## src/rtl/rob_writeback_arbiter_pkg.sv

```systemverilog
// Shared ROB writeback types: entry layout, ROB index and the bundled FU writeback request.
package rob_writeback_arbiter_pkg;

    localparam int unsigned ROB_DEPTH = 16;
    localparam int unsigned ROB_IW    = $clog2(ROB_DEPTH);

    typedef logic [ROB_IW-1:0] rob_idx_t;

    typedef struct packed {
        logic [31:0] pc;
        logic [31:0] result;
        logic [4:0]  rd;
        logic        done;
    } instruction_info_reg_t;

    typedef struct packed {
        rob_idx_t              idx;
        instruction_info_reg_t data;
    } wb_req_t;

endpackage

```

## src/rtl/rob_writeback_arbiter_rr_port_allocator.sv

```systemverilog
// Round-robin allocator: maps pending requesters onto up to SEL_IN ports, skipping
// requesters whose index is already claimed this cycle.
module rr_port_allocator #(
    parameter int unsigned NUM_REQ = 4,
    parameter int unsigned SEL_IN  = 2,
    parameter int unsigned IW      = 4,
    parameter int unsigned PW      = $clog2(NUM_REQ)
) (
    input  logic [NUM_REQ-1:0]         pend_v,
    input  logic [NUM_REQ-1:0][IW-1:0] pend_idx,
    input  logic [PW-1:0]              rr_ptr,
    output logic [NUM_REQ-1:0]         grant,
    output logic [SEL_IN-1:0][PW-1:0]  port_req,
    output logic [SEL_IN-1:0]          port_valid,
    output logic [PW-1:0]              next_ptr
);

    always_comb begin
        int unsigned ri;
        logic [PW-1:0] r;
        logic conflict;
        logic placed;
        grant      = '0;
        port_req   = '0;
        port_valid = '0;
        next_ptr   = rr_ptr;
        ri         = 0;
        r          = '0;
        conflict   = 1'b0;
        placed     = 1'b0;
        for (int unsigned k = 0; k < NUM_REQ; k++) begin
            ri = 32'(rr_ptr) + k;
            if (ri >= NUM_REQ) ri = ri - NUM_REQ;
            r = PW'(ri);
            conflict = 1'b0;
            for (int unsigned p = 0; p < SEL_IN; p++) begin
                if (port_valid[p] && (pend_idx[port_req[p]] == pend_idx[r])) conflict = 1'b1;
            end
            // Ports fill in order, so the first free one is the next port to hand out.
            placed = 1'b0;
            for (int unsigned p = 0; p < SEL_IN; p++) begin
                if (!placed && !port_valid[p] && pend_v[r] && !conflict) begin
                    port_valid[p] = 1'b1;
                    port_req[p]   = r;
                    placed        = 1'b1;
                end
            end
            if (placed) begin
                grant[r] = 1'b1;
                next_ptr = (ri == NUM_REQ - 1) ? '0 : PW'(ri + 1);
            end
        end
    end

endmodule

```

## src/rtl/rob_writeback_arbiter.sv

```systemverilog
// Buffers one writeback per functional unit and drains them round-robin into the
// ROB circular_queue entry-modify ports.
module rob_writeback_arbiter
    import rob_writeback_arbiter_pkg::*;
#(
    parameter type         ENTRY_TYPE = instruction_info_reg_t,
    parameter int unsigned NUM_REQ    = 4,
    parameter int unsigned SEL_IN     = 2,
    parameter int unsigned DEPTH      = 16,
    localparam int unsigned IW        = $clog2(DEPTH),
    localparam int unsigned PW        = $clog2(NUM_REQ)
) (
    input  logic                        clk,
    input  logic                        rst,
    input  logic                        flush,
    input  logic [NUM_REQ-1:0]          req_valid,
    input  logic [NUM_REQ-1:0][IW-1:0]  req_idx,
    input  ENTRY_TYPE [NUM_REQ-1:0]     req_data,
    output logic [NUM_REQ-1:0]          req_ready,
    output logic [SEL_IN-1:0][IW-1:0]   reg_select_in,
    output ENTRY_TYPE [SEL_IN-1:0]      reg_in,
    output logic [SEL_IN-1:0]           in_bitmask,
    output logic                        busy
);

    logic [NUM_REQ-1:0]         pend_v;
    logic [NUM_REQ-1:0][IW-1:0] pend_idx;
    ENTRY_TYPE [NUM_REQ-1:0]    pend_data;
    logic [PW-1:0]              rr_ptr;

    logic [NUM_REQ-1:0]         grant;
    logic [SEL_IN-1:0][PW-1:0]  port_req;
    logic [SEL_IN-1:0]          port_valid;
    logic [PW-1:0]              next_ptr;
    logic                       active;

    rr_port_allocator #(
        .NUM_REQ (NUM_REQ),
        .SEL_IN  (SEL_IN),
        .IW      (IW),
        .PW      (PW)
    ) u_alloc (
        .pend_v     (pend_v),
        .pend_idx   (pend_idx),
        .rr_ptr     (rr_ptr),
        .grant      (grant),
        .port_req   (port_req),
        .port_valid (port_valid),
        .next_ptr   (next_ptr)
    );

    assign active    = ~rst & ~flush;
    assign req_ready = {NUM_REQ{active}} & (~pend_v | grant);
    assign busy      = ~rst & (|pend_v);

    always_comb begin
        in_bitmask    = '0;
        reg_select_in = '0;
        reg_in        = '0;
        for (int unsigned p = 0; p < SEL_IN; p++) begin
            if (active && port_valid[p]) begin
                in_bitmask[p]    = 1'b1;
                reg_select_in[p] = pend_idx[port_req[p]];
                reg_in[p]        = pend_data[port_req[p]];
            end
        end
    end

    // An accept on the same edge as a grant reloads the slot rather than clearing it.
    always_ff @(posedge clk) begin
        if (rst) begin
            pend_v <= '0;
            rr_ptr <= '0;
        end else if (flush) begin
            pend_v <= '0;
        end else begin
            for (int unsigned i = 0; i < NUM_REQ; i++) begin
                if (req_valid[i] && req_ready[i]) pend_v[i] <= 1'b1;
                else if (grant[i])                pend_v[i] <= 1'b0;
            end
            if (|grant) rr_ptr <= next_ptr;
        end
    end

    always_ff @(posedge clk) begin
        for (int unsigned i = 0; i < NUM_REQ; i++) begin
            if (req_valid[i] && req_ready[i]) begin
                pend_idx[i]  <= req_idx[i];
                pend_data[i] <= req_data[i];
            end
        end
    end

endmodule

```

## config.mk

```make
export PLATFORM = sky130hd
export DESIGN_NAME = rob_writeback_arbiter
export DESIGN_NICKNAME = d
export VERILOG_FILES = /design/src/rtl/rob_writeback_arbiter_pkg.sv /design/src/rtl/rob_writeback_arbiter_rr_port_allocator.sv /design/src/rtl/rob_writeback_arbiter.sv
export SDC_FILE = /design/constraint.sdc
export NUM_CORES = 1
export LEC_CHECK = 0
export ABC_AREA = 1
export CORE_AREA = 2 2 220 222
export DETAILED_ROUTE_END_ITERATION = 8
export DIE_AREA = 0 0 222 224
export GPL_ROUTABILITY_DRIVEN = 0
export SYNTH_ARGS = -nofsm -noshare
export SYNTH_HDL_FRONTEND = slang
export SYNTH_SLANG_ARGS = --single-unit
```

## constraint.sdc

```tcl
create_clock -name clk -period 8.7 [get_ports clk]
set_input_delay 0.87 -clock clk [delete_from_list [all_inputs] [get_ports clk]]
set_output_delay 0.87 -clock clk [all_outputs]
set_load 0.01 [all_outputs]
```

==> summary.txt, run 1 <==
Clock network
  – Post_cts resized: 0
  – CTS Buffer Depth: 3
  – Hold-fix buffers, CTS: 0
  – CTS buffer count: 38
  – Clk root buf: clkbuf_16
  – Worst skew pair latency: 560 ps
  – Worst-path clk slew: 60 ps
  – CTS tree: built
  – Postcts setup bufs: 0
  – CTS sink count: 302
  – Clock H-tree levels: 2

Layout
  – Layout cells sized above 1: 10.3%
  – Utilization after layout: 48.1%
  – Fillcell total: 4376
  – Layout Nets: 2440
  – Area growth, synth to finish: 38.5%

Synth
  – Post-synth EDFFs: 296
  – Synth Flop Type: edfxtp_1
  – Sequential share of the synthesized area: 54.8%
  – Synth top cells by count: a21oi_1 (296), edfxtp_1 (296), o21ai_0 (228), inv_1 (215), nand2_1 (125)
  – Gate Count Post-Synth: 1734
  – Netlist cell types: 41
  – Syn nets: 2042
  – Area share of the largest cell type after synthesis: 54.1%
  – Post-synth top area cell: edfxtp_1
  – Synth warn: 0
  – Synth area leaders: edfxtp_1 (54%), a21oi_1 (9.0%), o21ai_0 (6.9%)
  – Synth Area per Inst: 9.48 um2
  – Synth Register Bits: 302
  – Post-synthesis cell area: 0.0164 mm2
  – Async SR Flop Fraction: 0%

GRT
  – Largest net degree at the start of global routing: 108
  – Vias in the first global route: 14802
  – Total GRT Usage: 24.2%
  – Global route overflow: 0
  – Initial antenna violation count: 24
  – First-pass GRT wire length: 91400 um

Die
  – Full die area: 0.0497 mm2
  – Core ar.: 0.0473 mm2
  – Initial core utilization: 34.7%
  – Die Ht: 224 um
  – Num rows: 80
  – Die X: 222 um
  – I/O pin count: 458

Timing
  – TNS Setup: 0 ps
  – Clock skew: 19.9 ps
  – Max Clock Freq: 0.126 GHz
  – Fin crit period: 7960 ps
  – Final period util: 91.5%
  – Final Setup Violations: 0
  – Final worst slack: 739 ps
  – Slew HR: 28.1%
  – RSZ-0062 raised after global routing: false
  – Fin Hold WS: 600 ps
  – Fin. Hold Viols: 0
  – Max-slew violations: 0
  – Worst Tran Pin Value: 1080 ps

Routing
  – Via density: 5.46
  – Wire length per cell: 22.4 um
  – Met3 wire len: 5350 um
  – DR WL met2: 30400 um
  – DRT met1 WL: 24500 um
  – DRC Markers: 0
  – DRT iter0 DRCs: 1375
  – Final ANT Viol Nets: 0
  – Vias: 15205
  – Number of iterations in the first detailed-routing pass: 6
  – DRT Wirelength: 62500 um
  – Highest routed layer: met5

Flow run
  – Max Cap Viol: 0

Setup path
  – CP Capture Type: output port
  – Worst EP required: 7830 ps
  – CP top delay family: simple AND/OR/NAND/NOR gates
  – Critical path class: flip-flop to output port
  – Setup crit start kind: flip-flop
  – Critical Path Stages: 37
  – Worst-path cell with the longest stage delay: clkdlybuf4s50_1
  – Critical path peak fanout: 79
  – R2R cell count: 36
  – Most used cell, CP: nand2_1
  – Worst EP arrival: 7090 ps
  – Slowest stage delay, CP: 580 ps
  – Worst path bufs/invs: 8

Place
  – Hpwl dp: 42200 um
  – Port bufs: 457
  – Post-place setup slack: 1070 ps

Power and ir drop
  – Total power: 0.00915 W
  – Leak: 8.28 nW
  – Peak VDD IR: 0.000336 V
  – Cell Pwr Density: 402 mW/mm2

Status
  – Status: complete, no violations

Worst hold path
  – Tightest Hold Check Type: flip-flop to flip-flop
  – Hold path cells: 4
## cell type report
type	count	area, um2	share of cell area, %
antenna	12	30.0	0.132
sequential	302	9010	39.6
timing repair buffer	480	4800	21.1
tap	615	769	3.38
multi-input combinational	1088	6030	26.5
clock inverter	20	264	1.16
inverter	222	852	3.74
clock buffer	48	1010	4.44
## stage by stage
step                      cells  area (um2)
after floorplan            1734       16400
after global placement     2706       21400
after detailed placement   2706       21400
after CTS                  2774       22700
after global routing       2785       22800
final                      2787       22800
## placed cells by master, fill, tap and decap left out, types with 6 or more instances in the layout
master	instances
clkdlybuf4s50_1	457
nand3_1	51
nor3_2	58
edfxtp_1	296
xor2_1	7
a21oi_1	295
nand2_1	125
inv_2	6
clkinv_1	6
o21ai_1	81
nor2_4	6
o21ai_0	228
bufinv_16	6
a21oi_2	25
nand4_1	7
clkbuf_1	9
clkbuf_16	39
nor2_1	41
diode_2	12
nor3_1	92
clkinv_2	6
o21ai_2	22
o22ai_1	6
buf_4	18
inv_1	212
## registers in the layout, indices dropped and copies added, names as in the netlist
name,flops
pend_v,4
rr_ptr,2
pend_data,280
pend_idx,16
## path summary, 6_finish.rpt
path                                start  slack [ps]            end
worst max-delay path            rr_ptr[0]         740    reg_in[108]
worst min-delay path            pend_v[1]         600      pend_v[1]
worst max register to register  rr_ptr[0]        2170  pend_data[53]
worst min register to register  pend_v[1]         600      pend_v[1]
## worst min-delay path: stages (launching register included)
cell and delay [ps]:
dfxtp_1 310, inv_1 70, nor2_1 50, inv_1 60, a21oi_1 60
## power by group
group | internal [W] | leakage, nW | switching [W]
clock | 0.00100 | 0.620 | 0.000635
combinational | 0.00185 | 4.90 | 0.00395
sequential | 0.00168 | 2.76 | 0.0000392
total | 0.00453 | 8.28 | 0.00462
## routing by layer
metal  global-route usage [%]  up-vias
met4                     9.26       26
met5                        0        -
met1                     29.7     7233
met3                     6.22      166
li1                         -     6973
met2                     41.1      807
## kinds of logic after synthesis
group                    count (synthesis)  share of synthesized area, %
AO/OA/AOI/OAI                          672                          21.9
XOR/XNOR                                 8                         0.426
adder cells (fa/ha/maj)                  5                         0.381
buffers and inverters                  345                          9.07
flip-flops                             302                          54.8
AND/OR/NAND/NOR                        402                          13.4
Power figures use the tool's default switching activity.
==> run 2: changes to the inputs <==
--- a/config.mk
+++ b/config.mk
@@ -10,6 +10,7 @@
 export DETAILED_ROUTE_END_ITERATION = 8
 export DIE_AREA = 0 0 222 224
 export GPL_ROUTABILITY_DRIVEN = 0
+export SLEW_MARGIN = 10
 export SYNTH_ARGS = -nofsm -noshare
 export SYNTH_HDL_FRONTEND = slang
 export SYNTH_SLANG_ARGS = --single-unit
==> constraint.sdc (replaced) <==
create_clock -name clk -period 8.5 [get_ports clk]
set_input_delay 0.85 -clock clk [delete_from_list [all_inputs] [get_ports clk]]
set_output_delay 0.85 -clock clk [all_outputs]
set_load 0.01 [all_outputs]
==> summary.txt, run 2 (same netlist as run 1, synthesis figures left out) <==
Status
  – Status: complete, no violations

Routing
  – Via density: 5.47
  – Vias: 15246
  – DRT iter0 DRCs: 1383
  – Number of iterations in the first detailed-routing pass: 9
  – Wire length per cell: 22.8 um
  – Final ANT Viol Nets: 0
  – DRC Markers: 0
  – DRT Wirelength: 63500 um

Setup path
  – CP top delay family: simple AND/OR/NAND/NOR gates
  – Setup crit start kind: flip-flop
  – Worst EP required: 7650 ps
  – Most used cell, CP: nand2_1
  – Worst-path cell with the longest stage delay: clkdlybuf4s50_1
  – Worst path bufs/invs: 7
  – Critical path peak fanout: 80
  – Critical path class: flip-flop to output port
  – CP Capture Type: output port
  – Worst EP arrival: 7020 ps
  – Slowest stage delay, CP: 610 ps

Layout
  – Utilization after layout: 47.7%
  – Most flops, register: pend_data
  – Most common cell after layout, fill and taps aside: clkdlybuf4s50_1
  – Most frequent cells in the layout: clkdlybuf4s50_1 (457), edfxtp_1 (296), a21oi_1 (295)
  – Layout cells sized above 1: 10.1%
  – Final Cell Area: 0.0226 mm2
  – Layout Nets: 2437
  – Area growth, synth to finish: 37.5%
  – Max reg flops: 280
  – Top Registers: pend_data: 280 flops, pend_idx: 16 flops, pend_v: 4 flops

Die
  – Core ar.: 0.0473 mm2
  – Die X: 222 um
  – I/O pin count: 458
  – Die Ht: 224 um
  – Full die area: 0.0497 mm2
  – Initial core utilization: 34.7%
  – Num rows: 80

Timing
  – Final period util: 92.6%
  – RSZ-0062 raised after global routing: false
  – Slew HR: 19.7%
  – Clock skew: 19.2 ps
  – Worst Tran Pin Value: 1200 ps
  – Fin crit period: 7870 ps
  – Final Setup Violations: 0
  – Max Clock Freq: 0.127 GHz
  – TNS Setup: 0 ps
  – Final worst slack: 631 ps
  – Fin. Hold Viols: 0
  – Max-slew violations: 0

GRT
  – Vias in the first global route: 15257
  – Initial antenna violation count: 30
  – Largest net degree at the start of global routing: 91
  – Global route overflow: 0
  – First-pass GRT wire length: 92900 um
  – Total GRT Usage: 24.8%

Power and ir drop
  – Sw Ratio: 51.6%
  – Leak: 8.21 nW
  – Pint: 0.00445 W
  – Cell Pwr Density: 407 mW/mm2
  – Clk pwr share: 16.1%
  – Comb pwr share: 64.8%
  – Switch Pwr: 0.00474 W
  – Register share of total power: 19.1%
  – Peak VDD IR: 0.000376 V

Place
  – Post-place setup slack: 735 ps
  – Hpwl dp: 42300 um
  – DP Area: 0.0214 mm2
  – Port bufs: 457

Clock network
  – Clk root buf: clkbuf_16
  – Hold-fix buffers, CTS: 0
  – Worst-path clk slew: 60 ps
  – CTS buffer count: 36
  – CTS tree: built
  – Worst skew pair latency: 570 ps
  – CTS Buffer Depth: 3
  – CTS sink count: 302
  – Clock H-tree levels: 2

Flow run
  – Max Cap Viol: 0

Worst hold path
  – Tightest Hold Check Type: flip-flop to flip-flop
run 2: layout make-up:
| cell class | count | area [um2] |
|---|---|---|
| clock inverters | 17 | 141 |
| multi-input cells | 1088 | 6030 |
| diodes | 18 | 45.0 |
| repair buffers | 479 | 4780 |
| inverters | 222 | 866 |
| well taps | 615 | 769 |
| fillers | 4383 | 24700 |
| flip-flops and latches | 302 | 9010 |
| clock buffers | 46 | 960 |
run 2: worst paths after layout:
path	startpoint	cells past startpoint	endpoint	slack (ps)
max	rr_ptr[1]	34	reg_in[81]	630
min	pend_v[3]	4	pend_v[3]	610
max reg2reg	rr_ptr[1]	33	pend_data[197]	2040
min reg2reg	pend_v[3]	4	pend_v[3]	610
run 2: worst min-delay path, cell delays in order (launching register included):
cell and delay (ps):
dfxtp_1 310, inv_1 80, nor2_1 50, inv_1 60, a21oi_1 60
run 2: power groups by stage:
stage	Combinational, W	Clock (W)	Sequential [W]
floorplan	0.00410	0	0.00177
global placement	0.00573	0	0.00178
detailed placement	0.00584	0	0.00178
CTS	0.00587	0.00152	0.00175
global route	0.00654	0.00157	0.00176
finish	0.00596	0.00148	0.00175
run 2: through the flow:
| stage | hold WS (ps) | std cells | total power, W |
|---|---|---|---|
| after global placement | 622 | 2705 | 0.00751 |
| after detailed placement | 606 | 2705 | 0.00763 |
| after CTS | 617 | 2768 | 0.00914 |
| final | 609 | 2787 | 0.00920 |
| after global routing | 640 | 2786 | 0.00986 |
| after floorplan | 537 | 1734 | 0.00587 |
run 2: routing by layer:
metal  global-route usage (%)  vias up  share of wire, %
met4                     13.3       20               4.4
met1                     29.4     7265                38
met2                     41.4      817                48
li1                         -     6973                 -
met5                        0        -              0.23
met3                     6.16      171               9.0
run 2: timing repair:
action | 4_1_cts | 5_1_grt
gates resized for setup | 0 | 11
setup buffers | 0 | 0
setup endpoints to repair | 0 | 74
